--- src/rtl/hazard_pkg.sv ---
// Purpose : shared encodings for the pipeline hazard unit (action codes,
//           forward selects, counter width) plus small helper functions.
// Latency : n/a (definitions only).  Backpressure: n/a.
package hazard_pkg;

    localparam int CNT_W = 16;

    // Action taken in a cycle; also the encoding of the registered state.
    localparam logic [1:0] ST_RUN    = 2'd0;
    localparam logic [1:0] ST_STALL  = 2'd1;
    localparam logic [1:0] ST_FLUSH  = 2'd2;
    localparam logic [1:0] ST_FREEZE = 2'd3;

    // ALU operand source selects.
    localparam logic [1:0] FWD_REG = 2'b00;
    localparam logic [1:0] FWD_MEM = 2'b10;
    localparam logic [1:0] FWD_WB  = 2'b01;

    // A producer matches a consumer only if it really writes a non-zero
    // register and the consumer really reads that register.
    function automatic logic reg_match(input logic [4:0] prod_rd,
                                       input logic       prod_we,
                                       input logic [4:0] cons_rs,
                                       input logic       cons_use);
        return prod_we && cons_use && (prod_rd != 5'd0) && (prod_rd == cons_rs);
    endfunction

    // Saturating increment: holds at all-ones instead of wrapping.
    function automatic logic [CNT_W-1:0] sat_inc(input logic [CNT_W-1:0] cnt,
                                                 input logic             en);
        if (en && (cnt != {CNT_W{1'b1}}))
            return cnt + 1'b1;
        return cnt;
    endfunction

endpackage

--- src/rtl/forward_unit.sv ---
// Purpose : ALU operand forward selection; EX/MEM result beats MEM/WB result.
// Latency : purely combinational.  Backpressure: none.
// Ports   : ex_rs_i/ex_rt_i operands in EX; mem_*/wb_* producer rd and RegWrite;
//           fwd_a_o/fwd_b_o select (00 regfile, 10 EX/MEM, 01 MEM/WB).
// Only instantiated when HAZARD_FORWARD_EN is defined.
module forward_unit
    import hazard_pkg::*;
(
    input  logic [4:0] ex_rs_i,
    input  logic [4:0] ex_rt_i,
    input  logic [4:0] mem_rd_i,
    input  logic       mem_regwrite_i,
    input  logic [4:0] wb_rd_i,
    input  logic       wb_regwrite_i,
    output logic [1:0] fwd_a_o,
    output logic [1:0] fwd_b_o
);

    function automatic logic [1:0] sel(input logic [4:0] src,
                                       input logic [4:0] mem_rd,
                                       input logic       mem_we,
                                       input logic [4:0] wb_rd,
                                       input logic       wb_we);
        if (reg_match(mem_rd, mem_we, src, 1'b1))
            return FWD_MEM;
        if (reg_match(wb_rd, wb_we, src, 1'b1))
            return FWD_WB;
        return FWD_REG;
    endfunction

    always_comb begin
        fwd_a_o = sel(ex_rs_i, mem_rd_i, mem_regwrite_i, wb_rd_i, wb_regwrite_i);
        fwd_b_o = sel(ex_rt_i, mem_rd_i, mem_regwrite_i, wb_rd_i, wb_regwrite_i);
    end

endmodule

--- src/rtl/hazard_unit.sv ---
// Purpose : pipeline hazard control: freeze > flush > stall > run, operand
//           forwarding, registered last-action state and saturating counters.
// Latency : control outputs combinational; state/counters update on next edge.
// Backpressure: mem_busy freezes every pipeline register; load-use/RAW stalls
//           hold PC and IF/ID and inject a bubble into ID/EX.
// Ports   : ID/EX/MEM/WB register fields and write flags in; pipeline write
//           enables, bubble clears, fwd selects, state and counters out.
// Config  : HAZARD_FORWARD_EN enables forwarding (stall only on load-use);
//           undefined -> no forwarding, stall on any EX/MEM RAW dependency.
module hazard_unit
    import hazard_pkg::*;
(
    input  logic             clock,
    input  logic             reset,
    input  logic [4:0]       id_rs,
    input  logic [4:0]       id_rt,
    input  logic             id_use_rs,
    input  logic             id_use_rt,
    input  logic [4:0]       ex_rs,
    input  logic [4:0]       ex_rt,
    input  logic [4:0]       ex_rd,
    input  logic             ex_regwrite,
    input  logic             ex_memread,
    input  logic [4:0]       mem_rd,
    input  logic             mem_regwrite,
    input  logic [4:0]       wb_rd,
    input  logic             wb_regwrite,
    input  logic             ex_branch_taken,
    input  logic             mem_busy,
    input  logic             cnt_clr,
    output logic             pc_write,
    output logic             if_id_write,
    output logic             id_ex_write,
    output logic             ex_mem_write,
    output logic             mem_wb_write,
    output logic             if_id_reset,
    output logic             id_ex_reset,
    output logic [1:0]       fwd_a,
    output logic [1:0]       fwd_b,
    output logic [1:0]       state,
    output logic [CNT_W-1:0] stall_cnt,
    output logic [CNT_W-1:0] flush_cnt,
    output logic [CNT_W-1:0] freeze_cnt
);

    logic             hazard;
    logic [1:0]       act;
    logic [1:0]       state_q, state_d;
    logic [CNT_W-1:0] stall_cnt_q, stall_cnt_d;
    logic [CNT_W-1:0] flush_cnt_q, flush_cnt_d;
    logic [CNT_W-1:0] freeze_cnt_q, freeze_cnt_d;

`ifdef HAZARD_FORWARD_EN
    // With forwarding only a load in EX cannot be bypassed in time.
    always_comb begin
        hazard = ex_memread &&
                 (reg_match(ex_rd, ex_regwrite, id_rs, id_use_rs) ||
                  reg_match(ex_rd, ex_regwrite, id_rt, id_use_rt));
    end

    forward_unit u_forward_unit (
        .ex_rs_i        (ex_rs),
        .ex_rt_i        (ex_rt),
        .mem_rd_i       (mem_rd),
        .mem_regwrite_i (mem_regwrite),
        .wb_rd_i        (wb_rd),
        .wb_regwrite_i  (wb_regwrite),
        .fwd_a_o        (fwd_a),
        .fwd_b_o        (fwd_b)
    );
`else
    // No bypass: any pending write in EX or MEM must drain first. WB needs
    // no stall because the register file writes before it is read.
    always_comb begin
        hazard = reg_match(ex_rd,  ex_regwrite,  id_rs, id_use_rs) ||
                 reg_match(ex_rd,  ex_regwrite,  id_rt, id_use_rt) ||
                 reg_match(mem_rd, mem_regwrite, id_rs, id_use_rs) ||
                 reg_match(mem_rd, mem_regwrite, id_rt, id_use_rt);
    end

    assign fwd_a = FWD_REG;
    assign fwd_b = FWD_REG;

    // Fields only consumed by the forwarding build.
    logic unused_fwd_inputs;
    assign unused_fwd_inputs = ^{ex_rs, ex_rt, wb_rd, wb_regwrite, ex_memread};
`endif

    always_comb begin
        if (mem_busy)
            act = ST_FREEZE;
        else if (ex_branch_taken)
            act = ST_FLUSH;
        else if (hazard)
            act = ST_STALL;
        else
            act = ST_RUN;
    end

    always_comb begin
        pc_write     = 1'b1;
        if_id_write  = 1'b1;
        id_ex_write  = 1'b1;
        ex_mem_write = 1'b1;
        mem_wb_write = 1'b1;
        if_id_reset  = 1'b0;
        id_ex_reset  = 1'b0;
        case (act)
            ST_FREEZE: begin
                pc_write     = 1'b0;
                if_id_write  = 1'b0;
                id_ex_write  = 1'b0;
                ex_mem_write = 1'b0;
                mem_wb_write = 1'b0;
            end
            ST_FLUSH: begin
                if_id_reset = 1'b1;
                id_ex_reset = 1'b1;
            end
            ST_STALL: begin
                // Hold PC and IF/ID; the ID/EX clear is the bubble.
                pc_write    = 1'b0;
                if_id_write = 1'b0;
                id_ex_reset = 1'b1;
            end
            default: ;
        endcase
    end

    always_comb begin
        state_d      = act;
        stall_cnt_d  = sat_inc(stall_cnt_q,  act == ST_STALL);
        flush_cnt_d  = sat_inc(flush_cnt_q,  act == ST_FLUSH);
        freeze_cnt_d = sat_inc(freeze_cnt_q, act == ST_FREEZE);
        if (cnt_clr) begin
            stall_cnt_d  = '0;
            flush_cnt_d  = '0;
            freeze_cnt_d = '0;
        end
    end

    always_ff @(posedge clock) begin
        if (reset) begin
            state_q      <= ST_RUN;
            stall_cnt_q  <= '0;
            flush_cnt_q  <= '0;
            freeze_cnt_q <= '0;
        end else begin
            state_q      <= state_d;
            stall_cnt_q  <= stall_cnt_d;
            flush_cnt_q  <= flush_cnt_d;
            freeze_cnt_q <= freeze_cnt_d;
        end
    end

    assign state      = state_q;
    assign stall_cnt  = stall_cnt_q;
    assign flush_cnt  = flush_cnt_q;
    assign freeze_cnt = freeze_cnt_q;

endmodule

--- config.mk ---
export PLATFORM = sky130hd
export DESIGN_NAME = hazard_unit
export DESIGN_NICKNAME = d
export VERILOG_FILES = /design/src/rtl/hazard_pkg.sv /design/src/rtl/forward_unit.sv /design/src/rtl/hazard_unit.sv
export SDC_FILE = /design/constraint.sdc
export NUM_CORES = 1
export LEC_CHECK = 0
export CAP_MARGIN = 20
export CORE_MARGIN = 2
export CORE_UTILIZATION = 35
export DETAILED_ROUTE_END_ITERATION = 7
export PLACE_DENSITY = 0.72
export SETUP_SLACK_MARGIN = 0.1
export SLEW_MARGIN = 0
export SYNTH_ARGS = -nofsm -noshare
export SYNTH_HDL_FRONTEND = slang
export SYNTH_SLANG_ARGS = --single-unit
--- constraint.sdc ---
create_clock -name clock -period 2.9 [get_ports clock]
set_input_delay 0.58 -clock clock [delete_from_list [all_inputs] [get_ports clock]]
set_output_delay 0.58 -clock clock [all_outputs]
set_load 0.01 [all_outputs]
==> metrics.yaml, run 1 <==
crit_type: "in -> out"
hp-class: "reg -> reg"
cp-startpoint: "id_rt[0]"
die_area_sq_um: 8560
cts_sinks: 50
cts_root_buffer: "clkbuf_8"
r2r-end: "stall_cnt[7]$_SDFFE_PP0P_"
finalHoldViolations: 0
cap_violations: 0
insertion_delay_ns: 0.30
synth_cell_types: 48
crit_buf_inv: 3
drive_above_1_share: 0.119
die_h_microns: 92.5
cp-endpoint: "id_ex_reset"
fmaxAchievable_ghz: 0.365
fin_util: 0.519
power.share.switching: 0.241
status: "complete, no violations"
ys_seq_area_frac: 0.365
final_nets: 480
antenna_found_initial: 0
reg2reg_depth: 8
arrival_ns: 2.16
clockPowerShare: 0.315
cts_buffer_depth: 2
io_pins: 107
mostFrequentLayoutCells: "clkdlybuf4s50_1, dfxtp_1, nor2_1, nand2_1, buf_4"
crit_family: "buffers and inverters"
placed_area_sq_um: 3800
grt_usage: 0.177
worstPathRequired_ns: 2.32
ys_ff_latch: 50
port-buffer-count: 85
path_cells: "clkdlybuf4s50_1, xnor2_1, nand4_1, o22ai_4, buf_4, a22oi_4, a21oi_1, buf_2"
core_area_sq_um: 7650
ant_nets: 0
synth_warnings: 0
synth-edff-count: 0
drc_errors: 0
p_total_mw: 1.28
peakVddDrop_mv: 0.237
fp-row-count: 32
dp_hpwl_mm: 5.66
cts_tree: "yes"
relSlewSlack: 0.653
synth_flop_cell: "dfxtp_1"
leakage_nw: 1.46
p_seq_frac: 0.541
globalplace.congestion: 0.832
synth_area_per_cell_sq_um: 8.42
crit_path_max_incr_delay_ns: 0.52
initial_utilization: 0.359
internal_power_mw: 0.972
grt_setup_unrepaired: "false"
nFillCells: 688
synthArstFlopShare: 0
die_w_microns: 92.5
crit_path_end_kind: "primary output"
combPwrFrac: 0.145
synthCells: 326
start_kind: "input port"
crit_cells: 8
cp_slowest_cell: "clkdlybuf4s50_1"
setup_tns_ns: 0
powerDensity_nw_per_um2: 322
finalSetupViolCount: 0
finalWirelength_mm: 7.46
worstReg2RegStart: "stall_cnt[1]$_SDFFE_PP0P_"
final_common_cell: "clkdlybuf4s50_1"
grt_pass1_wl_mm: 12.2
worst_pin_slew_ns: 0.513
slew_violations: 0
ctsHtreeMaxLevel: 2
power.switching_mw: 0.308
dr.first_iter.drc_count: 130
cts-buffers-inserted: 5
synth_area_sq_um: 2740
syn_to_final_growth_pct: 44.7
fin_area_sq_um: 3970
routedWlPerCell_microns: 14.0
grt_max_degree: 31
vias_per_cell: 5.13
vias: 2729
critPathMaxFanout: 2
finalCritPeriodShare: 0.944
reg2reg_slack_ns: 0.70
grt_pass1_vias: 2619
skew_ns: 0.00458
first_pass_iters: 4
diodes: 0
cts.reportedPaths.clkPinSlew_ns: 0.08
fin_crit_ns: 2.74
grt_overflow: 0
-- final cells by class --
cell class	instances	area (sq um)	share of cell area
clock buffer	6	82.6	0.0208
sequential	50	1000	0.252
tap	102	128	0.0321
timing repair buffer	112	1070	0.270
inverter	6	22.5	0.00567
multi-input combinational	256	1660	0.419
-- worst min path at each step --
stage | from | endpoint | slack, ns | cells after the start
after global placement | freeze_cnt[1]$_SDFFE_PP0P_ | freeze_cnt[1]$_SDFFE_PP0P_ | 0.48 | 2
after detailed placement | freeze_cnt[1]$_SDFFE_PP0P_ | freeze_cnt[1]$_SDFFE_PP0P_ | 0.50 | 2
after global routing | stall_cnt[9]$_SDFFE_PP0P_ | stall_cnt[9]$_SDFFE_PP0P_ | 0.53 | 2
after CTS | freeze_cnt[1]$_SDFFE_PP0P_ | freeze_cnt[1]$_SDFFE_PP0P_ | 0.51 | 2
after floorplan | stall_cnt[9]$_SDFFE_PP0P_ | stall_cnt[9]$_SDFFE_PP0P_ | 0.50 | 2
final | freeze_cnt[1]$_SDFFE_PP0P_ | freeze_cnt[1]$_SDFFE_PP0P_ | 0.51 | 2
-- per-stage QoR --
stage / cells / hold WS, ns / worst slack (ns)
after floorplan: 329 / 0.495 / 0.263
after global placement: 522 / 0.481 / -0.500
after detailed placement: 522 / 0.497 / -0.530
after CTS: 529 / 0.512 / 0.101
after global routing: 532 / 0.531 / 0.104
final: 532 / 0.508 / 0.161
-- cell usage after synthesis, drive strengths merged (3+ instances only) --
master / n / area share
a21oi: 19 / 0.035
and3: 11 / 0.025
and4: 4 / 0.013
buf: 11 / 0.033
clkbuf: 6 / 0.0082
dfxtp: 50 / 0.36
ha: 3 / 0.014
inv: 6 / 0.0082
mux2i: 4 / 0.015
nand2: 26 / 0.036
nand2b: 3 / 0.0068
nand3: 21 / 0.038
nand4: 13 / 0.030
nor2: 37 / 0.051
nor3: 8 / 0.015
nor4: 3 / 0.0068
o211ai: 4 / 0.011
o21ai: 7 / 0.014
o31ai: 9 / 0.025
or3: 7 / 0.017
or4: 9 / 0.026
xnor2: 27 / 0.086
xor2: 17 / 0.054
-- power by group through the flow --
stage / logic (mW) / registers [mW] / clock network [mW]
4_1_cts: 0.182 / 0.692 / 0.417
3_3_place_gp: 0.175 / 0.708 / 0
3_5_place_dp: 0.179 / 0.708 / 0
5_1_grt: 0.200 / 0.693 / 0.443
2_1_floorplan: 0.0820 / 0.709 / 0
6_report: 0.185 / 0.692 / 0.403
-- per-layer routing --
layer | part of all wire | vias to the layer above | track usage
met1 | 0.46 | 1291 | 0.223
met3 | 0.045 | 4 | 0.0391
met5 | 0 | - | 0
met4 | 0.0043 | 0 | 0.0597
met2 | 0.49 | 70 | 0.297
li1 | - | 1364 | -
-- state kept, by name, summed over array words and instances, names as in the netlist --
register and count:
flush_cnt 16, state 2, stall_cnt 16, freeze_cnt 16
-- repair_timing --
item / in CTS / in global routing
gates resized for setup: 30 / 14
setup endpoints to repair: 3 / 2
hold buffers: 0 / 0
buffers inserted: 1 / 3
pin swaps: 8 / 13
-- tightest hold or removal path, cell delays in order, from the launching register on --
cell and delay [ns]:
dfxtp_1 0.35, nand2_1 0.07, a21oi_1 0.05
-- cell families after synthesis --
group / after synthesis / synth area share
xor gates and xnor gates: 44 / 0.140
and+or+nand+nor: 150 / 0.288
DFF: 50 / 0.365
buffers and inverters: 23 / 0.0497
AOI/OAI and AO/OA: 51 / 0.128
adders and majority gates: 3 / 0.0137
other: 1 / 0.00137
muxes: 4 / 0.0146
Power figures use the tool's default switching activity.
==> run 2: changes to the inputs <==
- CELL_PAD_IN_SITES_DETAIL_PLACEMENT: default -> 1
- CELL_PAD_IN_SITES_GLOBAL_PLACEMENT: default -> 2
- CORE_UTILIZATION: 35 -> 24
- PLACE_DENSITY: 0.72 -> 0.85
==> run 2 against run 1 <==
- total power is 30% higher
- setup slack better by 0.0052 ns
- clock skew is 0.00065 ns higher
- combinational power is 2% higher
- register-to-register slack worse by 0.10 ns
- global-route usage is 3.1 points lower
- sequential share of layout area is 1.0 points lower
- sequential power hardly changed
- core utilization is 15 points lower
- clock-buffer cell count stayed put
- critical path type unchanged
- highest routed layer unchanged
==> metrics.yaml, run 2 (synthesis gave the netlist of run 1 again) <==
skew_ns: 0.00523  # +0.000652 ns
mostFrequentLayoutCells: "clkdlybuf4s50_1, dfxtp_1, nor2_1, buf_4, nand2_1"
dr.first_iter.drc_count: 63  # -52%
globalplace.congestion: 0.777  # -6.7%
ctsHtreeMaxLevel: 2  # unchanged
antenna_found_initial: 0  # unchanged
initial_utilization: 0.243  # -0.115
cts.reportedPaths.clkPinSlew_ns: 0.06  # -0.02 ns
insertion_delay_ns: 0.29  # about the same
timing.hold.ws_ns: 0.512  # +0.00415 ns
fmaxAchievable_ghz: 0.366  # +0.19%
cts-buffers-inserted: 5  # unchanged
finalWirelength_mm: 8.75  # +17%
ant_nets: 0  # unchanged
crit_path_end_kind: "primary output"
grt_max_degree: 43  # +39%
relSlewSlack: 0.628  # -0.0254
drive_above_1_share: 0.134  # +0.0153
routedWlPerCell_microns: 15.2  # +8.3%
hold_buffers: 0  # unchanged
fp-row-count: 39  # +22%
final_common_cell: "clkdlybuf4s50_1"
finalSetupViolCount: 0  # unchanged
finalHoldViolations: 0  # unchanged
crit_type: "in -> out"
peakVddDrop_mv: 0.205  # -14%
worstPathRequired_ns: 2.32  # about the same
io_pins: 107  # unchanged
hp-class: "reg -> reg"
diodes: 0  # unchanged
grt_overflow: 0  # unchanged
first_pass_iters: 5  # +1
start_kind: "input port"
final_nets: 481  # +0.21%
grt_usage: 0.145  # -0.0313
leakage_nw: 1.52  # +3.9%
slew_violations: 0  # unchanged
grt_pass1_wl_mm: 14.8  # +22%
critPathMaxFanout: 3  # +1
vias: 2786  # +2.1%
pre_cts_ws_ns: -0.588  # -0.0583 ns
syn_to_final_growth_pct: 50.9
setup_ws_ns: 0.166  # +0.00523 ns
vias_per_cell: 4.84  # -5.7%
arrival_ns: 2.15  # about the same
worst_pin_slew_ns: 0.553  # +0.0395 ns
cts_tree: "yes"
dp_hpwl_mm: 6.67  # +18%
finalCritPeriodShare: 0.943  # -0.00180
port-buffer-count: 85  # unchanged
grt_setup_unrepaired: "false"
status: "complete, no violations"
grt_pass1_vias: 2930  # +12%
die_h_microns: 111  # +20%
die_area_sq_um: 12300  # +44%
cts_root_buffer: "clkbuf_16"
cts_sinks: 50  # unchanged
die_w_microns: 111  # +20%
nFillCells: 1317  # +91%
powerDensity_nw_per_um2: 402  # +25%
cts_buffer_depth: 2  # unchanged
drc_errors: 0  # unchanged
cap_violations: 0  # unchanged
core_area_sq_um: 11300  # +47%
fin_crit_ns: 2.73  # -0.00523 ns
-- run 2: changes by cell type in the layout (fill, tap and decap cells not counted), moves of 2 or more --
cell / before / now
clkbuf_8: 6 / 1
dlygate4sd2_1: 4 / 6
xnor2_1: 25 / 23
buf_4: 26 / 28
clkbuf_16: 0 / 5
bufinv_16: 0 / 2
xnor2_2: 2 / 4
-- run 2: cell type report --
| type | instances | area [sq um] | share of cell area |
|---|---|---|---|
| Clock inverter | 2 | 60.1 | 0.0145 |
| Inverter | 6 | 22.5 | 0.00544 |
| Timing Repair Buffer | 113 | 1060 | 0.256 |
| Sequential cell | 50 | 1000 | 0.242 |
| Multi-Input combinational cell | 256 | 1680 | 0.406 |
| Tap cell | 143 | 179 | 0.0432 |
| Clock buffer | 6 | 139 | 0.0335 |
-- run 2: metal layers --
layer / share of wire / up-vias / GRT usage
li1: - / 1366 / -
met1: 0.46 / 1363 / 0.188
met2: 0.50 / 49 / 0.248
met3: 0.035 / 8 / 0.0339
met4: 0.011 / 0 / 0.0308
met5: 0 / - / 0
-- run 2: path summary, 6_finish.rpt --
| check | end | startpoint | cells past startpoint | slack (ns) |
|---|---|---|---|---|
| worst max-delay path | pc_write | mem_rd[3] | 7 | 0.17 |
| worst min-delay path | stall_cnt[9]$_SDFFE_PP0P_ | stall_cnt[9]$_SDFFE_PP0P_ | 2 | 0.51 |
| worst max register to register | stall_cnt[7]$_SDFFE_PP0P_ | stall_cnt[1]$_SDFFE_PP0P_ | 9 | 0.60 |
| worst min register to register | stall_cnt[9]$_SDFFE_PP0P_ | stall_cnt[9]$_SDFFE_PP0P_ | 2 | 0.51 |
-- run 2: worst max-delay path: stages --
cell	delay (ns)
clkdlybuf4s15_1	0.18
or4_4	0.56
o21a_1	0.21
a22o_4	0.25
a21oi_2	0.12
buf_4	0.15
buf_6	0.10
-- run 2: where the power goes --
group	total, mW	internal (mW)	switching [mW]
Sequential	0.692	0.689	0.00246
Clock	0.783	0.518	0.265
Combinational	0.189	0.0958	0.0927
Total	1.66	1.30	0.360
-- run 2: what timing repair did --
action                                  in CTS  in global routing
pin swaps                                   12                 11
endpoints found under the setup margin       3                  3
endpoints found under the hold margin        0                  0
gates resized for setup                     36                 14
buffers inserted                             2                  0
-- run 2: stage by stage --
step	util	instances	cell area [sq um]	power (mW)	TNS [ns]
after floorplan	-	329	2760	0.791	0
after global placement	0.343	566	3870	0.886	-1.58
after detailed placement	0.343	566	3870	0.891	-1.68
after CTS	0.365	576	4120	1.69	0
after global routing	0.367	576	4140	1.73	0
final	0.367	576	4140	1.66	0
